## config.mk

```make
export PLATFORM = sky130hd
export DESIGN_NAME = prog_loader
export DESIGN_NICKNAME = d
export VERILOG_FILES = /design/src/rtl/prog_loader_pkg.sv /design/src/rtl/ldr_watchdog.sv /design/src/rtl/prog_loader.sv
export SDC_FILE = /design/constraint.sdc
export NUM_CORES = 1
export LEC_CHECK = 0
export ABC_AREA = 1
export BUFFER_PORTS_ARGS = -buffer_cell sky130_fd_sc_hd__buf_2
export CAP_MARGIN = 10
export CORE_MARGIN = 4
export CORE_UTILIZATION = 40
export DETAILED_ROUTE_END_ITERATION = 6
export PLACE_DENSITY_LB_ADDON = 0.2
export SLEW_MARGIN = 20
export SYNTH_ARGS = -nofsm -noshare
export SYNTH_HDL_FRONTEND = slang
export SYNTH_HIERARCHICAL = 1
export SYNTH_SLANG_ARGS = --single-unit
```

## constraint.sdc

```tcl
create_clock -name clk -period 6.32 [get_ports clk]
set_input_delay 0.316 -clock clk [delete_from_list [all_inputs] [get_ports clk]]
set_output_delay 0.316 -clock clk [all_outputs]
set_load 0.03 [all_outputs]
```

## src/rtl/prog_loader_pkg.sv

```systemverilog
// Shared types and default sizing for the program loader / boot sequencer.
package prog_loader_pkg;

   typedef enum logic [2:0] {
      ST_IDLE,
      ST_LOAD,
      ST_ARM,
      ST_RUN,
      ST_DONE
   } state_e;

   localparam int unsigned DEF_ADDR_W     = 7;
   localparam int unsigned DEF_ARM_CYCLES = 2;
   localparam int unsigned DEF_WDOG_W     = 16;

endpackage

```

## src/rtl/ldr_watchdog.sv

```systemverilog
// Free-running cycle counter with synchronous clear; doubles as the ARM-phase
// counter and the RUN-phase watchdog.
module ldr_watchdog #(
   parameter int unsigned WDOG_W = 16
) (
   input  logic              clk,
   input  logic              rst,
   input  logic              clr_i,
   input  logic              en_i,
   output logic [WDOG_W-1:0] count_o,
   output logic              expired_o
);

   logic [WDOG_W-1:0] cnt_q, cnt_d;

   always_comb begin
      cnt_d = cnt_q;
      if (clr_i)     cnt_d = '0;
      else if (en_i) cnt_d = cnt_q + 1'b1;
   end

   always_ff @(posedge clk or posedge rst) begin
      if (rst) cnt_q <= '0;
      else     cnt_q <= cnt_d;
   end

   assign count_o = cnt_q;
   // Fires on the enabled cycle whose increment lands on all-ones, so the
   // window is exactly 2**WDOG_W-1 enabled cycles long.
   assign expired_o = en_i && (cnt_q == ~WDOG_W'(1));

endmodule

```

## src/rtl/prog_loader.sv

```systemverilog
// Boot/run sequencer: streams host words into instruction memory, sequences
// CPU reset/start, and watches for halt or watchdog timeout.
module prog_loader
   import prog_loader_pkg::*;
#(
   parameter int unsigned ADDR_W     = DEF_ADDR_W,
   parameter int unsigned ARM_CYCLES = DEF_ARM_CYCLES,
   parameter int unsigned WDOG_W     = DEF_WDOG_W
) (
   input  logic              clk,
   input  logic              rst,
   input  logic              load_req,
   input  logic              run_req,
   input  logic              abort,
   input  logic              host_valid,
   input  logic [31:0]       host_data,
   input  logic              host_last,
   output logic              host_ready,
   output logic              imem_we,
   output logic [ADDR_W-1:0] imem_addr,
   output logic [31:0]       imem_wdata,
   output logic              cpu_rst,
   output logic              cpu_start,
   input  logic              cpu_halt,
   output logic              busy,
   output logic              done,
   output logic [ADDR_W:0]   prog_len,
   output logic              err_overflow,
   output logic              err_timeout
);

   localparam logic [WDOG_W-1:0] ARM_TC = WDOG_W'(ARM_CYCLES - 1);

   state_e              state_q, state_d;
   logic [ADDR_W:0]     len_q, len_d;
   logic                ovf_q, ovf_d;
   logic                tmo_q, tmo_d;
   logic                crst_q, crst_d;
   logic                start_q, start_d;
   logic                we_q, we_d;
   logic [ADDR_W-1:0]   addr_q, addr_d;
   logic [31:0]         wdata_q, wdata_d;

   logic                beat;
   logic                full;
   logic                wd_clr, wd_en, wd_exp;
   logic [WDOG_W-1:0]   wd_cnt;

   ldr_watchdog #(.WDOG_W(WDOG_W)) u_wdog (
      .clk       (clk),
      .rst       (rst),
      .clr_i     (wd_clr),
      .en_i      (wd_en),
      .count_o   (wd_cnt),
      .expired_o (wd_exp)
   );

   assign beat   = (state_q == ST_LOAD) && host_valid && !abort;
   assign full   = len_q[ADDR_W];
   // Restart the count on every state change so ARM and RUN each begin at 0.
   assign wd_clr = (state_d != state_q);
   assign wd_en  = (state_q == ST_ARM) || (state_q == ST_RUN);

   always_comb begin
      state_d = state_q;
      len_d   = len_q;
      ovf_d   = ovf_q;
      tmo_d   = tmo_q;
      crst_d  = crst_q;
      start_d = 1'b0;
      we_d    = 1'b0;
      addr_d  = addr_q;
      wdata_d = wdata_q;
      if (abort) begin
         state_d = ST_IDLE;
         crst_d  = 1'b1;
      end else begin
         case (state_q)
            ST_IDLE: begin
               crst_d = 1'b1;
               if (load_req) begin
                  state_d = ST_LOAD;
                  len_d   = '0;
                  ovf_d   = 1'b0;
                  tmo_d   = 1'b0;
               end
            end
            ST_LOAD: begin
               crst_d = 1'b1;
               if (beat) begin
                  if (!full) begin
                     we_d    = 1'b1;
                     addr_d  = len_q[ADDR_W-1:0];
                     wdata_d = host_data;
                     len_d   = len_q + 1'b1;
                  end else begin
                     ovf_d = 1'b1;
                  end
                  if (host_last) state_d = ST_ARM;
               end
            end
            ST_ARM: begin
               crst_d = 1'b1;
               if (wd_cnt == ARM_TC) begin
                  state_d = ST_RUN;
                  crst_d  = 1'b0;
                  start_d = 1'b1;
               end
            end
            ST_RUN: begin
               if (cpu_halt) begin
                  state_d = ST_DONE;
               end else if (wd_exp) begin
                  state_d = ST_DONE;
                  tmo_d   = 1'b1;
                  crst_d  = 1'b1;
               end
            end
            ST_DONE: begin
               if (load_req) begin
                  state_d = ST_LOAD;
                  len_d   = '0;
                  ovf_d   = 1'b0;
                  tmo_d   = 1'b0;
                  crst_d  = 1'b1;
               end else if (run_req) begin
                  state_d = ST_ARM;
                  ovf_d   = 1'b0;
                  tmo_d   = 1'b0;
                  crst_d  = 1'b1;
               end
            end
            default: begin
               state_d = ST_IDLE;
               crst_d  = 1'b1;
            end
         endcase
      end
   end

   always_ff @(posedge clk or posedge rst) begin
      if (rst) begin
         state_q <= ST_IDLE;
         len_q   <= '0;
         ovf_q   <= 1'b0;
         tmo_q   <= 1'b0;
         crst_q  <= 1'b1;
         start_q <= 1'b0;
         we_q    <= 1'b0;
         addr_q  <= '0;
         wdata_q <= '0;
      end else begin
         state_q <= state_d;
         len_q   <= len_d;
         ovf_q   <= ovf_d;
         tmo_q   <= tmo_d;
         crst_q  <= crst_d;
         start_q <= start_d;
         we_q    <= we_d;
         addr_q  <= addr_d;
         wdata_q <= wdata_d;
      end
   end

   assign host_ready   = (state_q == ST_LOAD);
   assign busy         = (state_q == ST_LOAD) || (state_q == ST_ARM) || (state_q == ST_RUN);
   assign done         = (state_q == ST_DONE);
   assign imem_we      = we_q;
   assign imem_addr    = addr_q;
   assign imem_wdata   = wdata_q;
   assign cpu_rst      = crst_q;
   assign cpu_start    = start_q;
   assign prog_len     = len_q;
   assign err_overflow = ovf_q;
   assign err_timeout  = tmo_q;

endmodule

```

* Word level (Yosys, flattened, before mapping)
Index checks and enable logic that the tools add are counted.
** Word-level totals
- Flip-flop bits (word level) :: 71
- Logic and storage cells :: 89
** Operators by class
- Multiplexer cells :: 37
- Bitwise gates (word level) :: 2
- Add/subtract/negate cells :: 2
- Reduce and logical (&&, ||, !) cells :: 19
- Equality and inequality tests :: 18
** Operator list (number)
- 2-to-1 mux 16 bit :: 2
- 2-to-1 mux 3 bit :: 9
- 2-to-1 mux 8 bit :: 3
- 2-to-1 mux 1 bit :: 18
- adder 16 x 1 -> 16 bit, second input constant :: 1
- equality test 16 x 1 -> 1 bit, second input constant :: 1
- equality test 16 bit, second input constant :: 1
- one-hot mux 8 bit (2 select lines) :: 1
- one-hot mux 3 bit (5 select lines) :: 1
- AND reduction 6 bit :: 2
- one-hot mux 1 bit (3 select lines) :: 3
- adder 8 x 1 -> 8 bit, second input constant :: 1
- inequality test 2 x 1 -> 1 bit, second input constant :: 4
- AND reduction 4 bit :: 2
- equality test 3 x 2 -> 1 bit, second input constant :: 2
- inequality test 2 bit, second input constant :: 3
- inequality test 3 bit, second input constant :: 2
- nonzero test 3 bit :: 2
- AND reduction 5 bit :: 1
- inequality test 4 bit, second input constant :: 1
- nonzero test 2 bit :: 2
- equality test 3 x 1 -> 1 bit, second input constant :: 1
- equality test 3 bit, second input constant :: 1
- logical AND 1 bit :: 3
- other kinds (8) :: 11

* Logic depth before layout (Yosys ltp)
- Depth after elaboration :: 9
- Gate-level depth with buffers :: 22
- Mapped depth without buffers :: 22

* Cells and area by module
The synthesis kept the hierarchy.
** By module, submodules not included
- prog_loader :: area an instance 2576.2 um^2, sequential area each 1377.6 um^2, times used 1, cells an instance 328
- ldr_watchdog :: area an instance 960.9 um^2, sequential area each 400.4 um^2, times used 1, cells an instance 144

* Worst setup path after synthesis
OpenSTA, ideal clock, no wires.
- Path kind :: reg2reg
- Start point :: reg state_q[1]
- End point :: reg u_wdog.cnt_q[12], in the netlist u_wdog/count_o[12]
- Library setup time :: 0.117 ns
- Required time :: 6.203 ns
- Cell stages (with the launch flop) :: 18
- Data arrival time :: 2.506 ns
- Path slack :: 3.697 ns
- Path through :: dfrtp_1 > inv_2 > nor2_1 > nand4_1 > nor4_1 > nor2_1 > o21ai_0 > nand3_1 > nand3_1 > nand2_1 > nor2_1 > nand2_1 > nor2_2 > nor2_2 > nand2_2 > nor2_1 > nor2_1 > nor2_1
** Between the ends
- Longest elaborated chain between the ends :: 9
- Elaborated cells on any way between the ends :: 22
** Ends and longest elaborated chain
- start: declaration :: RTL line prog_loader.sv:34 : state_e state_q, state_d;
- start signal: assignment :: RTL line prog_loader.sv:153 : state_q <= state_d;
- equality test 3 x 2 -> 1 bit :: RTL line prog_loader.sv:62 : assign wd_en = (state_q == ST_ARM) || (state_q == ST_RUN);
- logical OR 1 bit (*) :: RTL line prog_loader.sv:62
- via wd_en :: RTL line prog_loader.sv:46 : logic wd_clr, wd_en, wd_exp;
- logical AND 1 bit (*) :: RTL line ldr_watchdog.sv:30 : assign expired_o = en_i && (cnt_q == ~WDOG_W'(1));
- via wd_exp :: RTL line prog_loader.sv:46
- 2-to-1 mux 3 bit (*) :: RTL line prog_loader.sv:113 : end else if (wd_exp) begin
- 2-to-1 mux 3 bit (*) :: RTL line prog_loader.sv:111 : if (cpu_halt) begin
- one-hot mux 3 bit (5 select lines) (*) :: RTL line prog_loader.sv:78 : case (state_q)
- 2-to-1 mux 3 bit (*) :: RTL line prog_loader.sv:74 : if (abort) begin
- inequality test 3 bit (*) :: RTL line prog_loader.sv:61 : assign wd_clr = (state_d != state_q);
- via wd_clr :: RTL line prog_loader.sv:46
- 2-to-1 mux 16 bit / nonzero test 2 bit (equally long branches)
- end signal: assignment :: RTL line ldr_watchdog.sv:24 : else cnt_q <= cnt_d;
- end: declaration :: RTL line ldr_watchdog.sv:14 : logic [WDOG_W-1:0] cnt_q, cnt_d;
Mark *: on every way through the listed nets, which the timed path passes. The rest lies on a longest branch.
A chain may end at the register's enable or synchronous reset.

* Worst setup path in the final report
- Start point :: reg state_q[1]
- End point :: reg u_wdog.cnt_q[11], in the netlist u_wdog/count_o[11]
The elaborated chain is that of the path after synthesis.

==> out/summary.md <==
Yosys
* 0.5027 — post-synthesis sequential area ratio
* 515 — post-synthesis net count
* 27 — Synth cell types
* 6 — Warnings, synthesis
* sky130_fd_sc_hd__dfrtp_1 — Primary FF master, synth
* 0 — EDFF count, synth
* 0.4952 — share of Yosys cell area claimed by the top area cell type
* 1.000 — fraction of registers with async set or reset after synthesis
* 71 — FF+latch count, synth
* 472 — count of mapped cells out of synthesis
* sky130_fd_sc_hd__dfrtp_1 — library cell occupying the most area in the post-synthesis netlist
* 3537 um2 — Synth Cell Area
* 7.494 um2 — Mapped Avg Cell Area
* sky130_fd_sc_hd__dfrtp_1 50%, sky130_fd_sc_hd__nand2_1 21%, sky130_fd_sc_hd__nor2_1 5.9% — biggest area contributors in the synthesized netlist

Setup path
* u_wdog/count_o[11] — termination of the worst setup path
* 17 — length in cells of the worst reg-to-reg path
* register — Critical Path End Type
* reg2reg — worst setup path class
* state_q[1] — source of the worst register-to-register timing path
* 3.15 ns — flop-to-flop setup slack
* register — startpoint type of the worst setup path
* state_q[1] — worst setup path startpoint
* 3.40 ns — data arrival at the endpoint of the critical path
* u_wdog/count_o[11] — destination of the worst register-to-register timing path
* 6.54 ns — Critical Path RT
* 15 — CP Max Fanout

Timing
* 0 — number of endpoints with negative hold slack in the final report
* 315.0 MHz — FMAX
* 0 ns — TNS Setup
* 0.7231 ns — Slew @ Worst Pin
* no — RSZ-0062 raised after global routing
* 0 — Finish-stage setup viols
* 0.5172 — worst relative slew slack
* 0 — Final Max Tran Viols
* 3.174 ns — min Tclk post-route
* 0.01349 ns — final clock skew
* 0.06812 ns — worst hold slack after final layout
* 0.5023 — share of the clock period used by the worst path
* 3.146 ns — post-route worst setup slack

Global route
* 0 — Congestion Overflow GR
* 2918 — number of global-route vias before repair
* 0 — initial antenna violation count
* 0.2504 — GR Layer Usage met2
* 0.02867 — met3 usage in global routing
* 0.1638 — total global routing track utilization
* 13590 um — first-pass GRT wire length
* 56 — largest net degree at the start of global routing
* 0.2326 — GR Layer Usage met1
* met2 — busiest grt layer

Finish
* 0.2321 — layout cell share with drive strength beyond 1
* 4312 um2 — Final Instance Area
* 21.90% — layout overhead on the synthesized area
* 0.4968 — final core utilization
* 0 — Antenna Cells
* 611 — final net count
* 681 — Final Instance Count excl. Fillers

Clock tree
* 71 — number of sinks handled by clock tree synthesis
* 0 — hold buffer count at cts
* sky130_fd_sc_hd__clkbuf_8 — clock root buffer
* 0 — Gates resized, CTS repair
* 3 — CTS H-tree depth
* done — TritonCTS clock tree
* 9 — number of buffers added by the clock tree synthesis step
* 0 — Post-CTS Setup Bufs
* 0.34 ns — source-to-sink clock delay at the later pin of the worst-skew pair
* 2 — buffer depth of the longest clock path
* 0.08 ns — clock transition time at the flip-flop clock pins of the worst setup and hold paths

Placement
* 3.210 ns — pre-CTS worst setup slack
* 4091 um2 — Cell Area, Placed
* 0.8507 — global placement routability congestion
* 665 — DP Cell Count
* 5901 um — Final HPWL DP
* 94 — buffers added on ports

Power
* 0.420 — portion of total power attributed to sequential cells
* 0.0001256 V — worst voltage drop across the vdd grid
* 0.292 — Clk pwr share
* 512.8 uW — power spent charging and discharging nets
* 0.288 — proportion of power drawn by combinational gates
* 0.3711 — sw frac
* 2.446 nW — total leakage power
* 868.9 uW — internal power
* 320.5 nW/um2 — Power Dens Cells
* 1.382 mW — total power after layout

Flow run
* 0 — maximum capacitance violations

Floorplan
* 102.0 um — die height
* 34 — number of standard-cell rows in the floorplan
* 10410 um2 — die outline area
* 95 — I/O Pins
* 0.4076 — initial cell density of the core
* 102.0 um — horizontal die dimension
* 8678 um2 — core region area

Routing
* 4 — Pre-Repair DR Iteration Count
* 8237 um — total wire length after detailed routing
* 134 — Detailed Route Iter0 Violations
* 12.10 um — post-detailed-route wirelength per cell
* 0 — Post-route DRC
* 4.692 — routed vias/inst
* 0 — residual antenna-violating net count after detailed routing
* 3195 — count of vias placed by the detailed router

Hold path
* in2async — class of the tightest hold or removal check

Run status
* finished clean — status

critical path: stages, from the launching register on:
cell	delay [ns]
sky130_fd_sc_hd__dfrtp_1	0.52
sky130_fd_sc_hd__inv_2	0.11
sky130_fd_sc_hd__nor2_1	0.41
sky130_fd_sc_hd__nand4_1	0.15
sky130_fd_sc_hd__nor4_1	0.35
sky130_fd_sc_hd__nor2_1	0.13
sky130_fd_sc_hd__o21ai_0	0.17
sky130_fd_sc_hd__nand3_1	0.14
sky130_fd_sc_hd__nand3_1	0.09
sky130_fd_sc_hd__nand2_1	0.06
sky130_fd_sc_hd__nor2_1	0.09
sky130_fd_sc_hd__nand2_1	0.12
sky130_fd_sc_hd__inv_2	0.22
sky130_fd_sc_hd__nand2_1	0.10
sky130_fd_sc_hd__nand2_1	0.15
sky130_fd_sc_hd__nor2_4	0.07
sky130_fd_sc_hd__a21oi_1	0.13
sky130_fd_sc_hd__nor2_1	0.06
worst min path at each step:
stage / start / endpoint / slack [ns] / cells past startpoint
2_1_floorplan: rst / u_wdog/count_o[0] / 0.23 / 1
3_3_place_gp: imem_wdata[11] / imem_wdata[11] / 0.45 / 2
3_5_place_dp: imem_wdata[20] / imem_wdata[20] / 0.45 / 2
4_1_cts: rst / u_wdog/count_o[2] / 0.08 / 2
5_1_grt: rst / u_wdog/count_o[2] / 0.11 / 2
6_report: rst / u_wdog/count_o[0] / 0.07 / 2
power by group through the flow:
| stage | Sequential, mW | Combinational, mW | Clock [mW] |
|---|---|---|---|
| final | 0.580 | 0.399 | 0.403 |
| after global routing | 0.590 | 0.436 | 0.440 |
| after CTS | 0.579 | 0.405 | 0.419 |
| after detailed placement | 0.588 | 0.404 | 0 |
| after global placement | 0.586 | 0.402 | 0 |
| after floorplan | 0.744 | 0.121 | 0 |
synthesized netlist by cell type, types with 3 or more instances:
cell,instances
sky130_fd_sc_hd__nand2_2,3
sky130_fd_sc_hd__dfrtp_1,70
sky130_fd_sc_hd__nor2_1,56
sky130_fd_sc_hd__a21oi_1,12
sky130_fd_sc_hd__nand4_1,4
sky130_fd_sc_hd__nand2_1,194
sky130_fd_sc_hd__o21ai_0,12
sky130_fd_sc_hd__o21ai_1,10
sky130_fd_sc_hd__buf_2,8
sky130_fd_sc_hd__nor4_1,5
sky130_fd_sc_hd__nor2_2,4
sky130_fd_sc_hd__inv_2,5
sky130_fd_sc_hd__nor2_4,3
sky130_fd_sc_hd__nand3_1,21
sky130_fd_sc_hd__inv_1,49
sky130_fd_sc_hd__ha_1,3
flip-flops by register name, summed over array words and instances, names as in the netlist:
signal	count
imem_wdata	32
state_q	3
imem_we	1
u_wdog/count_o	16
cpu_start	1
cpu_rst	1
imem_addr	7
prog_len	8
err_timeout	1
err_overflow	1
kinds of logic (layout without fill, tap and decap cells):
logic type                 count (synthesis)  after routing  synth area share
buffers and inverters                     65            166           0.07570
AOI/OAI and AO/OA                         36             36           0.05377
DFF                                       71             71            0.5027
adders and majority gates                  3              3           0.01061
and+or+nand+nor                          297            297            0.3573
per-layer routing:
layer,up-vias,routed length (um)
li1,1650,-
met1,1430,3974
met2,104,3538
met3,11,631
met4,0,92
met5,-,0
layout by cell type, fill, tap and decap left out, types with 9 or more instances in the layout:
master	instances
sky130_fd_sc_hd__nand2_1	194
sky130_fd_sc_hd__buf_2	94
sky130_fd_sc_hd__dfrtp_1	70
sky130_fd_sc_hd__nor2_1	56
sky130_fd_sc_hd__inv_1	48
sky130_fd_sc_hd__nand3_1	21
sky130_fd_sc_hd__a21oi_1	12
sky130_fd_sc_hd__o21ai_0	12
sky130_fd_sc_hd__o21ai_1	10
sky130_fd_sc_hd__clkbuf_8	9
area by class of cell:
type                            instances  area [um2]
Fill cell                             873        4367
Sequential cell                        71        1778
Multi-Input combinational cell        336        1491
Timing Repair Buffer                   95       478.0
Inverter                               55       209.0
Tap cell                              108       135.1
Clock buffer                           10       127.6
Clock inverter                          6       92.59
(Power assumes the default switching activity.)
